File: config.mk
export PLATFORM = sky130hd
export DESIGN_NAME = oddeven_monitor
export DESIGN_NICKNAME = d
export VERILOG_FILES = /design/src/rtl/oddeven_monitor.sv
export SDC_FILE = /design/constraint.sdc
export NUM_CORES = 1
export LEC_CHECK = 0
export ABC_AREA = 1
export CORE_ASPECT_RATIO = 1.25
export CORE_MARGIN = 5
export CORE_UTILIZATION = 45
export CTS_CLUSTER_DIAMETER = 200
export DETAILED_ROUTE_END_ITERATION = 8
export PLACE_DENSITY = 0.68
export SLEW_MARGIN = 10
export SYNTH_ARGS = -nofsm -noshare
export SYNTH_HDL_FRONTEND = slang
export SYNTH_SLANG_ARGS = --single-unit
File: constraint.sdc
create_clock -name CLK -period 3.7 [get_ports CLK]
set_clock_uncertainty 0.15 [all_clocks]
set_input_delay 0.925 -clock CLK [delete_from_list [all_inputs] [get_ports CLK]]
set_output_delay 0.925 -clock CLK [all_outputs]
set_load 0.1 [all_outputs]
File: src/rtl/oddeven_monitor.sv
// Receive-side checker for the 3-bit odd/even counter: predicts each next count
// from the sampled count and K, flags mismatches, and tracks lock, mode and errors.
module oddeven_monitor #(
  parameter int unsigned LOCK_LEN = 4,
  parameter int unsigned ERRW     = 8
) (
  input  logic            CLK,
  input  logic            RST,
  input  logic            IN2,
  input  logic            IN1,
  input  logic            IN0,
  input  logic            K,
  input  logic            CLR,
  output logic            ERR,
  output logic            STICKY,
  output logic            LOCK,
  output logic            MODE,
  output logic [ERRW-1:0] ERRCNT
);

  typedef enum logic [1:0] {
    ST_IDLE,
    ST_TRACK,
    ST_LOCKED
  } state_e;

  localparam logic [4:0] LOCK_TARGET = 5'(LOCK_LEN);

  // Same next-state equations as the counter itself.
  function automatic logic [2:0] next_count(input logic [2:0] c, input logic k);
    logic n0, n1, n2;
    n0 = k | (c[2] & c[1] & ~c[0]);
    n1 = (~k & ~c[1]) | (~c[1] & c[0]) | (k & c[1] & ~c[0]);
    n2 = (c[2] & ~c[1]) | (~k & ~c[2] & c[1]) | (k & c[2] & ~c[0]) | (~c[2] & c[1] & c[0]);
    return {n2, n1, n0};
  endfunction

  state_e          state_q, state_d;
  logic [2:0]      prev_q, prev_d;
  logic            prevk_q, prevk_d;
  logic [3:0]      good_q, good_d;
  logic            err_q, err_d;
  logic            sticky_q, sticky_d;
  logic            lock_q, lock_d;
  logic            mode_q, mode_d;
  logic [ERRW-1:0] errcnt_q, errcnt_d;

  logic [2:0]      cur;
  logic            match;
  logic [4:0]      good_inc;
  logic [ERRW-1:0] errcnt_base;
  logic            sticky_base;

  assign cur      = {IN2, IN1, IN0};
  assign match    = (cur == next_count(prev_q, prevk_q));
  assign good_inc = {1'b0, good_q} + 5'd1;

  always_comb begin
    // NOTE: every signal gets a default first so no path leaves one unassigned and infers a latch.
    state_d = state_q;
    good_d  = good_q;
    mode_d  = mode_q;
    err_d   = 1'b0;
    prev_d  = cur;
    prevk_d = K;

    unique case (state_q)
      ST_IDLE: begin
        state_d = ST_TRACK;
        good_d  = '0;
      end
      ST_TRACK: begin
        if (match) begin
          good_d = good_inc[3:0];
          mode_d = prevk_q;
          if (good_inc == LOCK_TARGET) state_d = ST_LOCKED;
        end else begin
          err_d  = 1'b1;
          good_d = '0;
        end
      end
      ST_LOCKED: begin
        if (match) begin
          mode_d = prevk_q;
        end else begin
          err_d   = 1'b1;
          good_d  = '0;
          state_d = ST_TRACK;
        end
      end
      default: begin
        state_d = ST_IDLE;
        good_d  = '0;
      end
    endcase

    lock_d = (state_d == ST_LOCKED);

    // Clear applies first, then a same-cycle error counts on top of it.
    errcnt_base = CLR ? '0 : errcnt_q;
    sticky_base = CLR ? 1'b0 : sticky_q;
    sticky_d    = sticky_base | err_d;
    if (err_d && !(&errcnt_base)) errcnt_d = errcnt_base + ERRW'(1);
    else                          errcnt_d = errcnt_base;
  end

  always_ff @(posedge CLK or negedge RST) begin
    if (!RST) begin
      state_q  <= ST_IDLE;
      prev_q   <= '0;
      prevk_q  <= 1'b0;
      good_q   <= '0;
      err_q    <= 1'b0;
      sticky_q <= 1'b0;
      lock_q   <= 1'b0;
      mode_q   <= 1'b0;
      errcnt_q <= '0;
    end else begin
      // NOTE: non-blocking updates so every flop samples the pre-edge values of the others.
      state_q  <= state_d;
      prev_q   <= prev_d;
      prevk_q  <= prevk_d;
      good_q   <= good_d;
      err_q    <= err_d;
      sticky_q <= sticky_d;
      lock_q   <= lock_d;
      mode_q   <= mode_d;
      errcnt_q <= errcnt_d;
    end
  end

  assign ERR    = err_q;
  assign STICKY = sticky_q;
  assign LOCK   = lock_q;
  assign MODE   = mode_q;
  assign ERRCNT = errcnt_q;

endmodule

# Yosys cells after proc, flatten, opt, wreduce, memory -nomap -nowiden
# Index checks and enable logic that the tools add are counted.
[word_totals]
register_bits = 22
input_bits = 7
word_cells = 59
[op_classes]
addsub = 2
eq_ne = 6
mux = 12
n_bitwise = 24
n_reduce_logical = 6
[op_table]
columns = ["operator", "n"]
rows = [
  ["2-to-1 mux 8 bit", 2],
  ["AND 1 bit", 13],
  ["adder 8 x 1 -> 8 bit (second input constant)", 1],
  ["2-to-1 mux 4 bit", 2],
  ["one-hot mux 4 bit (2 select lines)", 1],
  ["AND reduction 8 bit", 1],
  ["bitwise OR 1 bit", 7],
  ["2-to-1 mux 2 bit", 3],
  ["one-hot mux 2 bit (3 select lines)", 1],
  ["adder 4 x 1 -> 5 bit (second input constant)", 1],
  ["== test 5 x 3 -> 1 bit (second input constant)", 1],
  ["== test 2 bit (second input constant)", 2],
  ["NOT 1 bit", 4],
  ["== test 3 bit", 1],
  ["2-to-1 mux 1 bit", 3],
  ["== test 2 x 1 -> 1 bit (second input constant)", 1],
  ["logical NOT 2 bit", 1],
  ["!= test 2 bit (second input constant)", 1],
  ["AND reduction 2 bit", 1],
  ["OR reduction 2 bit", 1],
  ["logical AND 1 bit", 1],
  ["logical NOT 1 bit", 1],
]

# Logic depth before layout (Yosys ltp)
[depth]
word_depth = 11
depth_mapped = 12
mapped_depth_nobuf = 12

# Worst setup path before layout
# OpenSTA, ideal clock, no wires.
[synth_path]
kind = "reg2reg"
startpoint = "reg errcnt_q[0], in the netlist ERRCNT[0]"
endpoint = "reg errcnt_q[2], in the netlist ERRCNT[2]"
setup_ns = 0.068
arrival_time_ns = 2.349
required_time_ns = 3.482
setup_slack_ns = 1.134
stages_incl_launch_ff = 12
n_path_buf = 0
cell_sequence = "dfrtp_1 -> inv_1 -> nor2_1 -> ha_1 -> clkinv_1 -> nor3_4 -> nand3_2 -> nor2_4 -> nand2_4 -> nand2_4 -> nand3_1 -> nand2_1"
[synth_via]
elab_chain_cells = 5
elab_cells_between_ends = 6
classes_between = "add/sub (1); mux (2); reduce/logical (3)"
[synth_rtl]
columns = ["element", "line_no", "text"]
rows = [
  ["start: declaration", "46", "logic [ERRW-1:0] errcnt_q, errcnt_d;"],
  ["start signal: assignment", "128", "errcnt_q <= errcnt_d;"],
  ["2-to-1 mux 8 bit *", "100", "errcnt_base = CLR ? '0 : errcnt_q;"],
  ["parallel branches: the longest is 3 deep, another holds adder 8 x 1 -> 8 bit", "-", ""],
  ["2-to-1 mux 8 bit *", "103", "if (err_d && !(&errcnt_base)) errcnt_d = errcnt_base + ERRW'(1);"],
  ["via errcnt_d[2]", "46", ""],
]
# Mark *: on every way through the listed nets, which the timed path passes.
# A chain may end at the register's enable or synchronous reset.

# Worst setup path in the final report
[layout_path]
startpoint = "in CLR"
endpoint = "reg errcnt_q[0], in the netlist ERRCNT[0]"
[layout_via]
elab_chain_cells = 5
elab_cells_between_ends = 6
classes_between = "add/sub (1); mux (2); reduce/logical (3)"
[layout_rtl]
columns = ["element", "line_no", "text"]
rows = [
  ["start: declaration", "13", "input logic CLR,"],
  ["2-to-1 mux 8 bit *", "100", ""],
  ["parallel branches: the longest is 3 deep, another holds adder 8 x 1 -> 8 bit", "-", ""],
  ["2-to-1 mux 8 bit *", "103", ""],
  ["via errcnt_d[0]", "46", ""],
]
# Marked as above.

==> results.sh <==
export IMPL_rsz0062_at_grt="false"
export IMPL_cts_tree="built"
export IMPL_setup_tns_ps=0
export IMPL_maxSlewViolCount=0
export IMPL_ant_nets=0
export IMPL_vias_per_cell=4.953
export IMPL_p_clk_share_pct=12.6
export IMPL_critPathBufInv=2
export IMPL_arrival_ps=2780
export IMPL_antenna_found_initial=0
export IMPL_crit_family="simple AND/OR/NAND/NOR gates"
export IMPL_yosysWarnings=0
export IMPL_slew_headroom_pct=35.48
export IMPL_cts_setup_buffers=0
export IMPL_fin_nets=195
export IMPL_synth_seq_cells=22
export IMPL_grt_first_pass_wirelength_microns=4409
export IMPL_crit_type="in -> reg"
export IMPL_power_leakage_nw=0.8325
export IMPL_p_per_area_nw_per_um2=557.0
export IMPL_status="complete, no violations"
export IMPL_cts_max_level=1
export IMPL_nFillCells=276
export IMPL_dieArea_sq_um=4070
export IMPL_fp_dieH_microns=70.09
export IMPL_fmax_ghz=0.3718
export IMPL_num_vias=1060
export IMPL_endpoint_kind="register"
export IMPL_critPathMaxFanout=8
export IMPL_grt_usage_pct=13.88
export IMPL_ys_seq_area_share_pct=42.35
export IMPL_num_rows=21
export IMPL_seqPwrFrac_pct=35.6
export IMPL_cts_root_buf="clkbuf_4"
export IMPL_rrSetupSlack_ps=1720
export IMPL_drt_iter0_markers=36
export IMPL_power_internal_mw=0.4166
export IMPL_combPwrFrac_pct=51.8
export IMPL_timing_critical_path_slowest_cell_delay_ps=490
export IMPL_grt_pass1_vias=1060
export IMPL_hold_slack_ps=365.2
export IMPL_grt_overflow=0
export IMPL_drt_first_pass_iters=4
export IMPL_netlist_area_sq_um=1300
export IMPL_sw_frac_of_total_pct=50.64
export IMPL_period_share_pct=72.69
export IMPL_clock_latency_ps=310
export IMPL_cp_common_cell="nand2_4"
export IMPL_dieWidth_microns=58.08
export IMPL_drive_gt1_share_pct=16.67
export IMPL_place_congestion=0.7761
export IMPL_dp_hpwl_microns=2047
export IMPL_syn_area_per_cell_sq_um=8.176
export IMPL_area_delta_synth_final_pct=16.55
export IMPL_postCtsHoldBufs=0
export IMPL_wl_per_cell_microns=11.95
export IMPL_synth_cell_types=24
export IMPL_insertedDiodeCount=0
export IMPL_wl_microns=2558
export IMPL_p_switching_mw=0.4274
export IMPL_multi_input_area_sq_um=650.6
export IMPL_syn_inst=159
export IMPL_path_clk_slew_ps=110
export IMPL_cts_buffer_depth=2
export IMPL_initial_utilization_pct=47.57
export IMPL_critPathLaunchType="input port"
export IMPL_peakVddDrop_mv=0.5688
export IMPL_drc_errors=0
export IMPL_setup_viol=0
export IMPL_worstMarginPinSlew_ps=964.8
export IMPL_hold_path_class="reg -> reg"
export IMPL_cts_resized=0
export IMPL_synth_net_count=172
export IMPL_cp_required_ps=3790
export IMPL_crit_slowest_cell="clkdlybuf4s50_1"
export IMPL_cp_cell_sequence="clkdlybuf4s50_1 -> nor2_1 -> ha_1 -> clkinv_1 -> nor3_4 -> nand3_2 -> nor2_4 -> nand2_4 -> nand2_4 -> xnor2_1"
export IMPL_maxCapViolCount=0
export IMPL_grt_max_degree=23
export IMPL_ios=19
export IMPL_finalHoldViolCount=0
export IMPL_clkSinkCount=22
export IMPL_numCtsBuffers=3
export IMPL_period_needed_ps=2690
export IMPL_seq_area_sq_um=550.5
export IMPL_io_buffers=18
export IMPL_core_area_sq_um=2733
[layer usage]
layer / GRT usage, % / routed length (microns)
met1: 15.66 / 1055
met2: 24.62 / 1324
met3: 2.578 / 125
met4: 6.186 / 53
met5: 0 / 0
[final timing paths]
check | to | from | depth (start not counted)
setup / recovery | ERRCNT[0] | CLR | 10
hold / removal | MODE | MODE | 2
setup reg to reg | ERRCNT[0] | ERRCNT[0] | 10
hold reg to reg | MODE | MODE | 2
max in group asynchronous | prev_q[2] | RST | 1
min in group asynchronous | ERRCNT[4] | RST | 1
[state kept, by name, summed over array words and instances (netlist names)]
signal and count:
ERRCNT 8, good_q 4, prev_q 3, state_q 2, ERR 1, LOCK 1
MODE 1, STICKY 1, prevk_q 1
[layout by cell type, fill, tap and decap left out, types with 3 or more instances in the layout]
cell | synthesis | layout
xor2_1 | 6 | 6
nand2_2 | 3 | 3
nor2_1 | 11 | 11
inv_2 | 3 | 3
ha_1 | 6 | 6
clkdlybuf4s50_1 | 0 | 6
nand3_1 | 16 | 16
dfrtp_1 | 22 | 22
clkbuf_4 | 0 | 3
a21oi_1 | 3 | 3
nand2_1 | 43 | 43
buf_4 | 0 | 12
o21ai_1 | 4 | 4
nand4_1 | 5 | 5
inv_1 | 21 | 21
[metrics by stage]
step / cell area (sq um) / util (%) / power (mW) / cells / worst slack (ps)
3_3_place_gp: 1493 / 54.62 / 0.7366 / 211 / 769.3
4_1_cts: 1515 / 55.45 / 0.8532 / 214 / 1022
5_1_grt: 1515 / 55.45 / 0.8921 / 214 / 851.5
3_5_place_dp: 1493 / 54.62 / 0.7452 / 211 / 695.9
6_report: 1515 / 55.45 / 0.8440 / 214 / 1010
2_1_floorplan: 1300 / - / 0.6491 / 159 / 1134
[worst min-delay path: cells and delay by family (launching register included)]
kind               cells  cell delay (ps)
AOI/OAI and AO/OA      2              120
DFF                    1              370
[synthesized netlist by cell type]
| cell | number | area share, % |
|---|---|---|
| nor2_8 | 2 | 3.1 |
| dfrtp_1 | 22 | 42 |
| inv_1 | 21 | 6.1 |
| nand2_2 | 3 | 1.4 |
| ha_1 | 6 | 5.8 |
| nor3_2 | 1 | 0.77 |
| o31ai_1 | 1 | 0.58 |
| xor2_1 | 6 | 4.0 |
| nand4_1 | 5 | 2.4 |
| nand3_1 | 16 | 6.2 |
| clkinv_1 | 1 | 0.29 |
| nor3_1 | 1 | 0.38 |
| nor2_1 | 11 | 3.2 |
| o21ai_1 | 4 | 1.5 |
| nand2_4 | 2 | 1.7 |
| a21oi_1 | 3 | 1.2 |
| nor3_4 | 1 | 1.3 |
| xnor2_1 | 2 | 1.3 |
| nor2_4 | 1 | 0.87 |
| nand3_2 | 1 | 0.77 |
| nand3b_1 | 2 | 1.2 |
| clkinv_2 | 1 | 0.38 |
| inv_2 | 3 | 0.87 |
| nand2_1 | 43 | 12 |
[cell type report]
cell class	instances	area share [%]
Multi-Input combinational cell	111	42.94
Sequential cell	22	36.33
Timing Repair Buffer	18	9.909
Inverter	26	6.524
Tap cell	34	2.808
Clock buffer	3	1.486
[power groups by stage]
stage / registers (mW) / clock network [mW] / logic, mW
3_3_place_gp: 0.303 / 0 / 0.434
3_5_place_dp: 0.305 / 0 / 0.440
4_1_cts: 0.300 / 0.112 / 0.441
2_1_floorplan: 0.497 / 0 / 0.152
6_report: 0.301 / 0.106 / 0.437
5_1_grt: 0.306 / 0.121 / 0.466
[logic make-up after synthesis]
group	after synthesis	synth area share, %
AND/OR/NAND/NOR	89	35.61
buffers and inverters	26	7.603
XOR/XNOR	8	5.390
adder cells (fa/ha/maj)	6	5.775
AO/OA/AOI/OAI	8	3.272
flip-flops	22	42.35
Power figures use the tool's default switching activity.
